**config.mk**
```make
export PLATFORM = sky130hd
export DESIGN_NAME = uart_frame_parser
export DESIGN_NICKNAME = d
export VERILOG_FILES = /design/src/rtl/uart_frame_pkg.sv /design/src/rtl/uart_ascii_digit.sv /design/src/rtl/uart_frame_parser.sv
export SDC_FILE = /design/constraint.sdc
export NUM_CORES = 1
export LEC_CHECK = 0
export BUFFER_PORTS_ARGS = -buffer_cell sky130_fd_sc_hd__buf_2
export CAP_MARGIN = 10
export CORE_MARGIN = 1.5
export CORE_UTILIZATION = 29
export CTS_CLUSTER_SIZE = 12
export DETAILED_ROUTE_END_ITERATION = 16
export PLACE_DENSITY = 0.48
export REMOVE_ABC_BUFFERS = 1
export SETUP_SLACK_MARGIN = 0.15
export SLEW_MARGIN = 20
export SYNTH_ARGS = -nofsm -noshare
export SYNTH_HDL_FRONTEND = slang
export SYNTH_HIERARCHICAL = 1
export SYNTH_SLANG_ARGS = --single-unit
```
**constraint.sdc**
```tcl
create_clock -name clk -period 4.95 [get_ports clk]
set_input_delay 0.99 -clock clk [delete_from_list [all_inputs] [get_ports clk]]
set_output_delay 0.99 -clock clk [all_outputs]
set_load 0.02 [all_outputs]
```
**src/rtl/uart_frame_pkg.sv**
```systemverilog
// Shared constants for the voltage-report line format ("Vnn - dddd V" LF CR),
// used by both the formatter and the receive-side parser.
package uart_frame_pkg;

    localparam logic [7:0] CHAR_V    = 8'h56;
    localparam logic [7:0] CHAR_SP   = 8'h20;
    localparam logic [7:0] CHAR_DASH = 8'h2D;
    localparam logic [7:0] CHAR_LF   = 8'h0A;
    localparam logic [7:0] CHAR_CR   = 8'h0D;
    localparam logic [7:0] CHAR_0    = 8'h30;

    localparam int FRAME_LEN = 14;

    // Each frame state equals the index of the byte it expects next.
    localparam logic [3:0] S_HUNT  = 4'd0;
    localparam logic [3:0] S_CH_T  = 4'd1;
    localparam logic [3:0] S_CH_U  = 4'd2;
    localparam logic [3:0] S_SP1   = 4'd3;
    localparam logic [3:0] S_DASH  = 4'd4;
    localparam logic [3:0] S_SP2   = 4'd5;
    localparam logic [3:0] S_DG3   = 4'd6;
    localparam logic [3:0] S_DG2   = 4'd7;
    localparam logic [3:0] S_DG1   = 4'd8;
    localparam logic [3:0] S_DG0   = 4'd9;
    localparam logic [3:0] S_SP3   = 4'd10;
    localparam logic [3:0] S_V_END = 4'd11;
    localparam logic [3:0] S_LF    = 4'd12;
    localparam logic [3:0] S_CR    = 4'd13;

endpackage

```
**src/rtl/uart_ascii_digit.sv**
```systemverilog
// Classifies one ASCII byte as a decimal digit and returns its value.
module uart_ascii_digit
    import uart_frame_pkg::*;
(
    input  logic [7:0] data,
    output logic       is_digit,
    output logic [3:0] nibble
);

    logic [7:0] offset;

    // Bytes below '0' wrap to large values, so one compare covers both ends.
    assign offset   = data - CHAR_0;
    assign is_digit = (offset < 8'd10);
    assign nibble   = offset[3:0];

endmodule

```
**src/rtl/uart_frame_parser.sv**
```systemverilog
// Parses 14-byte voltage-report lines from the UART RX byte stream into a
// channel number and BCD reading, flagging malformed and stalled frames.
module uart_frame_parser
    import uart_frame_pkg::*;
#(
    parameter int TIMEOUT_CYCLES = 1_000_000,
    parameter int MAX_CHANNEL    = 14
) (
    input  logic        clk,
    input  logic        rst,
    input  logic [7:0]  rx_data,
    input  logic        rx_tick,
    output logic [3:0]  channel,
    output logic [15:0] value,
    output logic        valid,
    output logic        error,
    output logic [15:0] frame_cnt,
    output logic [7:0]  err_cnt
);

    localparam int IW = $clog2(TIMEOUT_CYCLES + 1);
    localparam logic [IW-1:0] IDLE_LAST = IW'(TIMEOUT_CYCLES - 1);

    logic [3:0]    state_reg, state_next;
    logic [IW-1:0] idle_reg, idle_next;
    logic [3:0]    tens_reg, tens_next;
    logic [3:0]    shadow_ch_reg, shadow_ch_next;
    logic [15:0]   shadow_val_reg, shadow_val_next;
    logic [3:0]    channel_reg, channel_next;
    logic [15:0]   value_reg, value_next;
    logic          valid_reg, valid_next;
    logic          error_reg, error_next;
    logic [15:0]   frame_cnt_reg, frame_cnt_next;
    logic [7:0]    err_cnt_reg, err_cnt_next;

    logic       is_digit;
    logic [3:0] nibble;
    logic [6:0] ch_calc;
    logic       byte_ok;

    uart_ascii_digit u_digit (
        .data     (rx_data),
        .is_digit (is_digit),
        .nibble   (nibble)
    );

    assign ch_calc = ({3'b000, tens_reg} * 7'd10) + {3'b000, nibble};

    always_comb begin
        byte_ok = 1'b0;
        case (state_reg)
            S_CH_T, S_DG3, S_DG2, S_DG1, S_DG0: byte_ok = is_digit;
            S_CH_U: byte_ok = is_digit && (ch_calc != 7'd0) && (ch_calc <= 7'(MAX_CHANNEL));
            S_SP1, S_SP2, S_SP3: byte_ok = (rx_data == CHAR_SP);
            S_DASH:  byte_ok = (rx_data == CHAR_DASH);
            S_V_END: byte_ok = (rx_data == CHAR_V);
            S_LF:    byte_ok = (rx_data == CHAR_LF);
            S_CR:    byte_ok = (rx_data == CHAR_CR);
            default: byte_ok = 1'b0;
        endcase
    end

    always_comb begin
        state_next      = state_reg;
        idle_next       = idle_reg;
        tens_next       = tens_reg;
        shadow_ch_next  = shadow_ch_reg;
        shadow_val_next = shadow_val_reg;
        channel_next    = channel_reg;
        value_next      = value_reg;
        valid_next      = 1'b0;
        error_next      = 1'b0;
        frame_cnt_next  = frame_cnt_reg;
        err_cnt_next    = err_cnt_reg;

        if (rx_tick) begin
            // A byte always restarts the idle window, even on the expiry cycle.
            idle_next = '0;
            if (state_reg == S_HUNT) begin
                if (rx_data == CHAR_V) begin
                    state_next = S_CH_T;
                end
            end else if (byte_ok) begin
                case (state_reg)
                    S_CH_T: tens_next = nibble;
                    S_CH_U: shadow_ch_next = ch_calc[3:0];
                    S_DG3, S_DG2, S_DG1, S_DG0:
                        shadow_val_next = {shadow_val_reg[11:0], nibble};
                    default: ;
                endcase
                if (state_reg == S_CR) begin
                    channel_next   = shadow_ch_reg;
                    value_next     = shadow_val_reg;
                    valid_next     = 1'b1;
                    frame_cnt_next = frame_cnt_reg + 16'd1;
                    state_next     = S_HUNT;
                end else begin
                    state_next = state_reg + 4'd1;
                end
            end else begin
                error_next   = 1'b1;
                err_cnt_next = (err_cnt_reg == 8'hFF) ? 8'hFF : err_cnt_reg + 8'd1;
                // A stray 'V' is taken as the start of the next line.
                state_next   = (rx_data == CHAR_V) ? S_CH_T : S_HUNT;
            end
        end else if (state_reg != S_HUNT) begin
            if (idle_reg == IDLE_LAST) begin
                idle_next    = '0;
                error_next   = 1'b1;
                err_cnt_next = (err_cnt_reg == 8'hFF) ? 8'hFF : err_cnt_reg + 8'd1;
                state_next   = S_HUNT;
            end else begin
                idle_next = idle_reg + 1'b1;
            end
        end
    end

    always_ff @(posedge clk) begin
        if (rst) begin
            state_reg      <= S_HUNT;
            idle_reg       <= '0;
            tens_reg       <= '0;
            shadow_ch_reg  <= '0;
            shadow_val_reg <= '0;
            channel_reg    <= '0;
            value_reg      <= '0;
            valid_reg      <= 1'b0;
            error_reg      <= 1'b0;
            frame_cnt_reg  <= '0;
            err_cnt_reg    <= '0;
        end else begin
            state_reg      <= state_next;
            idle_reg       <= idle_next;
            tens_reg       <= tens_next;
            shadow_ch_reg  <= shadow_ch_next;
            shadow_val_reg <= shadow_val_next;
            channel_reg    <= channel_next;
            value_reg      <= value_next;
            valid_reg      <= valid_next;
            error_reg      <= error_next;
            frame_cnt_reg  <= frame_cnt_next;
            err_cnt_reg    <= err_cnt_next;
        end
    end

    assign channel   = channel_reg;
    assign value     = value_reg;
    assign valid     = valid_reg;
    assign error     = error_reg;
    assign frame_cnt = frame_cnt_reg;
    assign err_cnt   = err_cnt_reg;

endmodule

```
; Yosys cells after proc, flatten, opt, wreduce, memory -nomap -nowiden
; Cells that the tools add are included.
; W data, S select, Z words.
[totals]
word_cells = 86
in_bits = 11
out_inout_bits = 46
regBits = 94
[op_classes]
order_cmp = 2
n_mul = 1
eq_ne = 23
bitwise = 3
n_addsub = 6
n_mux = 22
n_reduce_logical = 18
[op_table]
columns = operator, n
row1 = $mux W8, 6
row2 = $mux W4, 7
row3 = $eq A4 B4 Y1 const B, 6
row4 = $add A20 B1 Y20 const B, 1
row5 = $eq A20 B20 Y1 const B, 1
row6 = $mux W20, 1
row7 = $reduce_and A4 Y1, 5
row8 = $add A16 B1 Y16 const B, 1
row9 = $eq A4 B3 Y1 const B, 4
row10 = $eq A8 B4 Y1 const B, 2
row11 = $eq A8 B6 Y1 const B, 2
row12 = $add A8 B1 Y8 const B, 1
row13 = $eq A4 B2 Y1 const B, 2
row14 = $eq A8 B7 Y1 const B, 1
row15 = $eq A8 B8 Y1 const B, 1
row16 = $lt A8 B4 Y1 const B, 1
row17 = $reduce_or A4 Y1, 2
row18 = $sub A8 B6 Y8 const B, 1
row19 = $add A7 B4 Y7, 1
row20 = $le A7 B4 Y1 const B, 1
row21 = $mux W1, 7
row22 = $pmux W1 S7, 1
row23 = $reduce_bool A7 Y1, 1
row24 = $mul A4 B3 Y6 const B, 1
row25 = other kinds (13), 18

; Depth between registers and ports, before layout
[logic_depth]
word_depth = 9
mapped_depth = 13
mapped_depth_nobuf = 11

; Cells and area by module
; Netlist, hierarchy kept.
[modules_own_cells]
columns = mod, area_each_um2, cells_per_inst, n_inst, seq_area_each_um2
row1 = uart_frame_parser, 4445.5, 517, 1, 1881.8
row2 = uart_ascii_digit, 47.5, 7, 1, 0.0

; Worst setup path before layout
; Ideal clock, no wire load.
[synth_path]
path_type = input to register
from = in rx_data[1]
to = reg shadow_val_reg[10]
cell_stages = 12
path_buffers = 3
setup_time_ns = 0.128
t_required_ns = 4.822
path_slack_ns = 1.229
arrival_ns = 3.593
path_cell_list = buf_4 -> ha_1 -> fa_1 -> xor2_1 -> or4_1 -> o2111a_1 -> a21oi_1 -> a221o_1 -> buf_2 -> buf_4 -> mux2i_1 -> nor2_1
[synth_between]
elab_chain_len = 7
elab_cells_between_ends = 14
classes_between = add/sub (2) / order compare (2) / eq/ne (5) / mux (1) / reduce/logical (4)
[synth_rtl]
columns = item, line_no
row1 = start: declaration, uart_frame_parser.sv:11  ; input logic [7:0] rx_data,
row2 = branches (longest 5 deep; another with $sub A8 B6 Y8), -
row3 = $pmux W1 S7 *, uart_frame_parser.sv:51  ; case (state_reg)
row4 = $reduce_and A4 Y1 (no source line) *, -
row5 = end signal: assignment, uart_frame_parser.sv:136  ; shadow_val_reg <= shadow_val_next;
row6 = end: declaration, uart_frame_parser.sv:28  ; logic [15:0] shadow_val_reg, shadow_val_next;
; Mark *: on every way between the ends.
; A chain may end at the register's enable or synchronous reset.

; Worst setup path after layout
[layout_path]
from = in rx_data[1]
to = reg err_cnt_reg[2], in the netlist err_cnt[2]
[layout_between]
elab_chain_len = 8
elab_cells_between_ends = 15
classes_between = add/sub (2) / order compare (2) / eq/ne (6) / mux (1) / reduce/logical (4)
[layout_rtl]
columns = item, line_no
row1 = branches (longest 5 deep; another with $sub A8 B6 Y8), -
row2 = $pmux W1 S7 *, uart_frame_parser.sv:51
row3 = $ne A2 B2 Y1 (no source line) *, -
row4 = $reduce_and A4 Y1 (no source line) *, -
row5 = end signal: assignment, uart_frame_parser.sv:142  ; err_cnt_reg <= err_cnt_next;
row6 = end: declaration, uart_frame_parser.sv:34  ; logic [7:0] err_cnt_reg, err_cnt_next;
; Marked as above.

==> out/results.tsv <==
stage	metric	value	unit
run_status	status	finished clean	
drt	metal2 WL	4920	um
drt	remaining antenna violation count	0	
finish	Ant. Diodes	0	
die	# IOs	57	
drt	Initial DRC Count	190	
setup_path	CP top delay family	compound AO/OA/AOI/OAI gates	
drt	Via density	5.09	
global_routing	vias in the first global route	3417	
placement	placer congestion estimate	0.764	
synthesis	Seq/Total Area, Yosys	41.9	%
sta	Least-Margin Pin Slew	0.795	ns
clock_network	hold-fix buffers at CTS	0	
global_routing	first-pass GRT wire length	17100	um
sta	Final Slew Violations	0	
finish	max reg flops	20	
clock_network	clock buffer depth	2	
sta	Hold Slack	0.450	ns
power	LEAKAGE	2.04	nW
finish	nets	580	
setup_path	CP Data Arrival Time	3.90	ns
sta	Max Fclk	270	MHz
drt	met3 wire len	344	um
synthesis	Netlist cell types	61	
sta	Slew headroom	47.0	%
power	Power Dens Cells	282	nW/um^2
die	standard-cell row count	45	
synthesis	Main synth FF type	dfxtp_1	
die	Core ar.	15100	um^2
drt	final WL	10500	um
synthesis	synth cell count leaders	dfxtp_1 (94), nor2_1 (67), a21oi_1 (48)	
setup_path	critical path endpoint category	flip-flop	
synthesis	Synth top area share	41.9	%
placement	placed inst area	4860	um^2
placement	hpwl dp	7100	um
clock_network	CTS tree	built	
clock_network	Clock Sinks	94	
sta	final period demand of the worst path	3.71	ns
clock_network	Post-CTS Setup Bufs	0	
clock_network	H-tree depth	3	
clock_network	Root Driver	clkbuf_16	
flow_run	max cap viols	0	
global_routing	global route overflow	0	
synthesis	Synth Cell Area	4490	um^2
synthesis	Synth Instances	524	
setup_path	critical path, cell by cell	buf_2 > ha_1 > fa_1 > xor2_1 > or4_1 > o2111a_1 > a21oi_1 > a32o_1 > o21a_1 > a311oi_1	
setup_path	CP max FO	13	
drt	M1 wire length	5130	um
placement	count of buffers from port buffering	56	
die	die width	127	um
setup_path	Worst path slowest cell	a32o_1	
setup_path	Bufs and invs on worst path	1	
setup_path	Crit path required time	5.15	ns
finish	share of layout cells above drive strength 1	14.4	%
synthesis	Yosys reg bits	94	
synthesis	number of flops mapped to enable cells by yosys	0	
global_routing	initial antenna violation count	0	
drt	Post-route DRC	0	
sta	Post-Route Setup TNS	0	ns
synthesis	cell taking the most area after synthesis	dfxtp_1	
global_routing	GRT Util Overall	13.1	%
power	part of the power in the clock network	45.4	%
setup_path	Crit Path Class	primary input to flip-flop	
synthesis	syn avg cell area	8.57	um^2
finish	fin area	5130	um^2
sta	skew final	0.00731	ns
global_routing	largest net degree at the start of global routing	76	
die	Die Span Y	127	um
sta	Final Cycle Share	74.9	%
setup_path	peak per-stage delay on the critical path	0.56	ns
clock_network	CTS resizes	0	
drt	WL/cell	14.0	um
finish	Layout area overhead	14.2	%
drt	via count	3816	
min_path	type of the most critical hold path	flip-flop to flip-flop	
die	initial core utilization	29.7	%
synthesis	Synth warnings	6	
synthesis	most frequent cell after synthesis	dfxtp_1	
clock_network	Clock transition at path regs	0.06	ns
drt	first-pass detailed-route iteration total	5	
power	Seq pwr share	52.3	%
clock_network	clock latency on the worst-skew pair	0.35	ns
synthesis	synth top area cells	dfxtp_1 (42%), nor2_1 (5.6%), a21oi_1 (5.3%)	
sta	final hold violation count	0	
power	combinational power share	2.3	%
sta	RSZ-0062 raised after global routing	no	
power	Net Sw Frac	22.0	%
synthesis	asr flop ratio synth	0	%
finish	Filler cells	1572	
sta	# setup viols final	0	
power	Sw Pwr	318	uW
clock_network	TritonCTS buffer count	9	
die	full die area	16200	um^2
setup_path	CP Launch Type	primary input	
drt	highest routed layer	met4	
power	largest vdd supply drop	0.151	mV
power	Internal Power	1.13	mW
-- layer usage --
metal,vias up,global-route usage [%]
li1,1943,-
met1,1798,17.5
met2,64,20.6
met3,11,3.10
met4,0,4.81
met5,-,0
-- worst register-to-register path, cell delays in order, from the launching register on --
cell and delay, ns:
dfxtp_1 0.37, ha_1 0.31, ha_1 0.14, inv_1 0.04
fa_1 0.37, xnor2_1 0.31, a21boi_0 0.17, o2111a_1 0.27
a21oi_1 0.44, a32o_1 0.56, o21a_1 0.27, a311oi_1 0.11
-- cells by family (layout without fill, tap and decap cells) --
group	Yosys count	after routing	share of synthesized area [%]
flops	94	94	41.9
simple gates	221	221	24.9
xor+xnor	26	26	5.07
fa+ha+maj	11	11	3.40
buf+inv	49	87	5.04
mux	22	22	4.93
compound gates	101	101	14.8
-- metrics by stage --
stage | cells | setup slack (ns) | power (mW) | utilization [%]
detailed placement | 735 | 0.909 | 0.807 | 32.1
finish | 750 | 1.24 | 1.45 | 33.9
global placement | 735 | 0.997 | 0.807 | 32.1
CTS | 750 | 1.28 | 1.47 | 33.9
global route | 750 | 1.03 | 1.50 | 33.9
floorplan | 487 | 1.21 | 0.783 | -
-- path summary, 6_finish.rpt --
kind                             startpoint         end  slack, ns  cells after the start
worst max register to register  tens_reg[1]  err_cnt[2]       1.44                     11
worst max-delay path             rx_data[1]  err_cnt[2]       1.24                     10
worst min register to register     value[5]    value[5]       0.45                      2
worst min-delay path               value[5]    value[5]       0.45                      2
-- power by group through the flow --
stage | registers, mW | logic, mW | clock network (mW)
floorplan | 0.773 | 0.0101 | 0
global placement | 0.773 | 0.0335 | 0
detailed placement | 0.773 | 0.0338 | 0
CTS | 0.756 | 0.0339 | 0.684
global route | 0.755 | 0.0375 | 0.709
finish | 0.756 | 0.0336 | 0.656
-- layout make-up --
class | instances | area [um^2] | share of cell area [%]
clock buffer | 11 | 253 | 4.92
sequential | 94 | 1880 | 36.7
tap | 188 | 235 | 4.58
clock inverter | 4 | 22.5 | 0.439
inverter | 12 | 45.0 | 0.878
multi-input combinational | 381 | 2380 | 46.5
timing repair buffer | 60 | 310 | 6.05
-- cells in the final DEF (no fill, tap or decap), types with 5 or more instances in the layout --
master / n
inv_1: 12
buf_2: 56
xnor2_1: 9
mux2i_1: 21
nor2_1: 67
clkbuf_16: 9
and3_1: 10
ha_1: 9
o21ai_0: 7
nor3_1: 5
xor2_1: 17
o31ai_1: 9
nand3_1: 36
dfxtp_1: 94
nand4b_1: 5
or4_1: 10
nand4_1: 10
a21oi_1: 48
nand2_1: 44
Power figures use the tool's default switching activity.
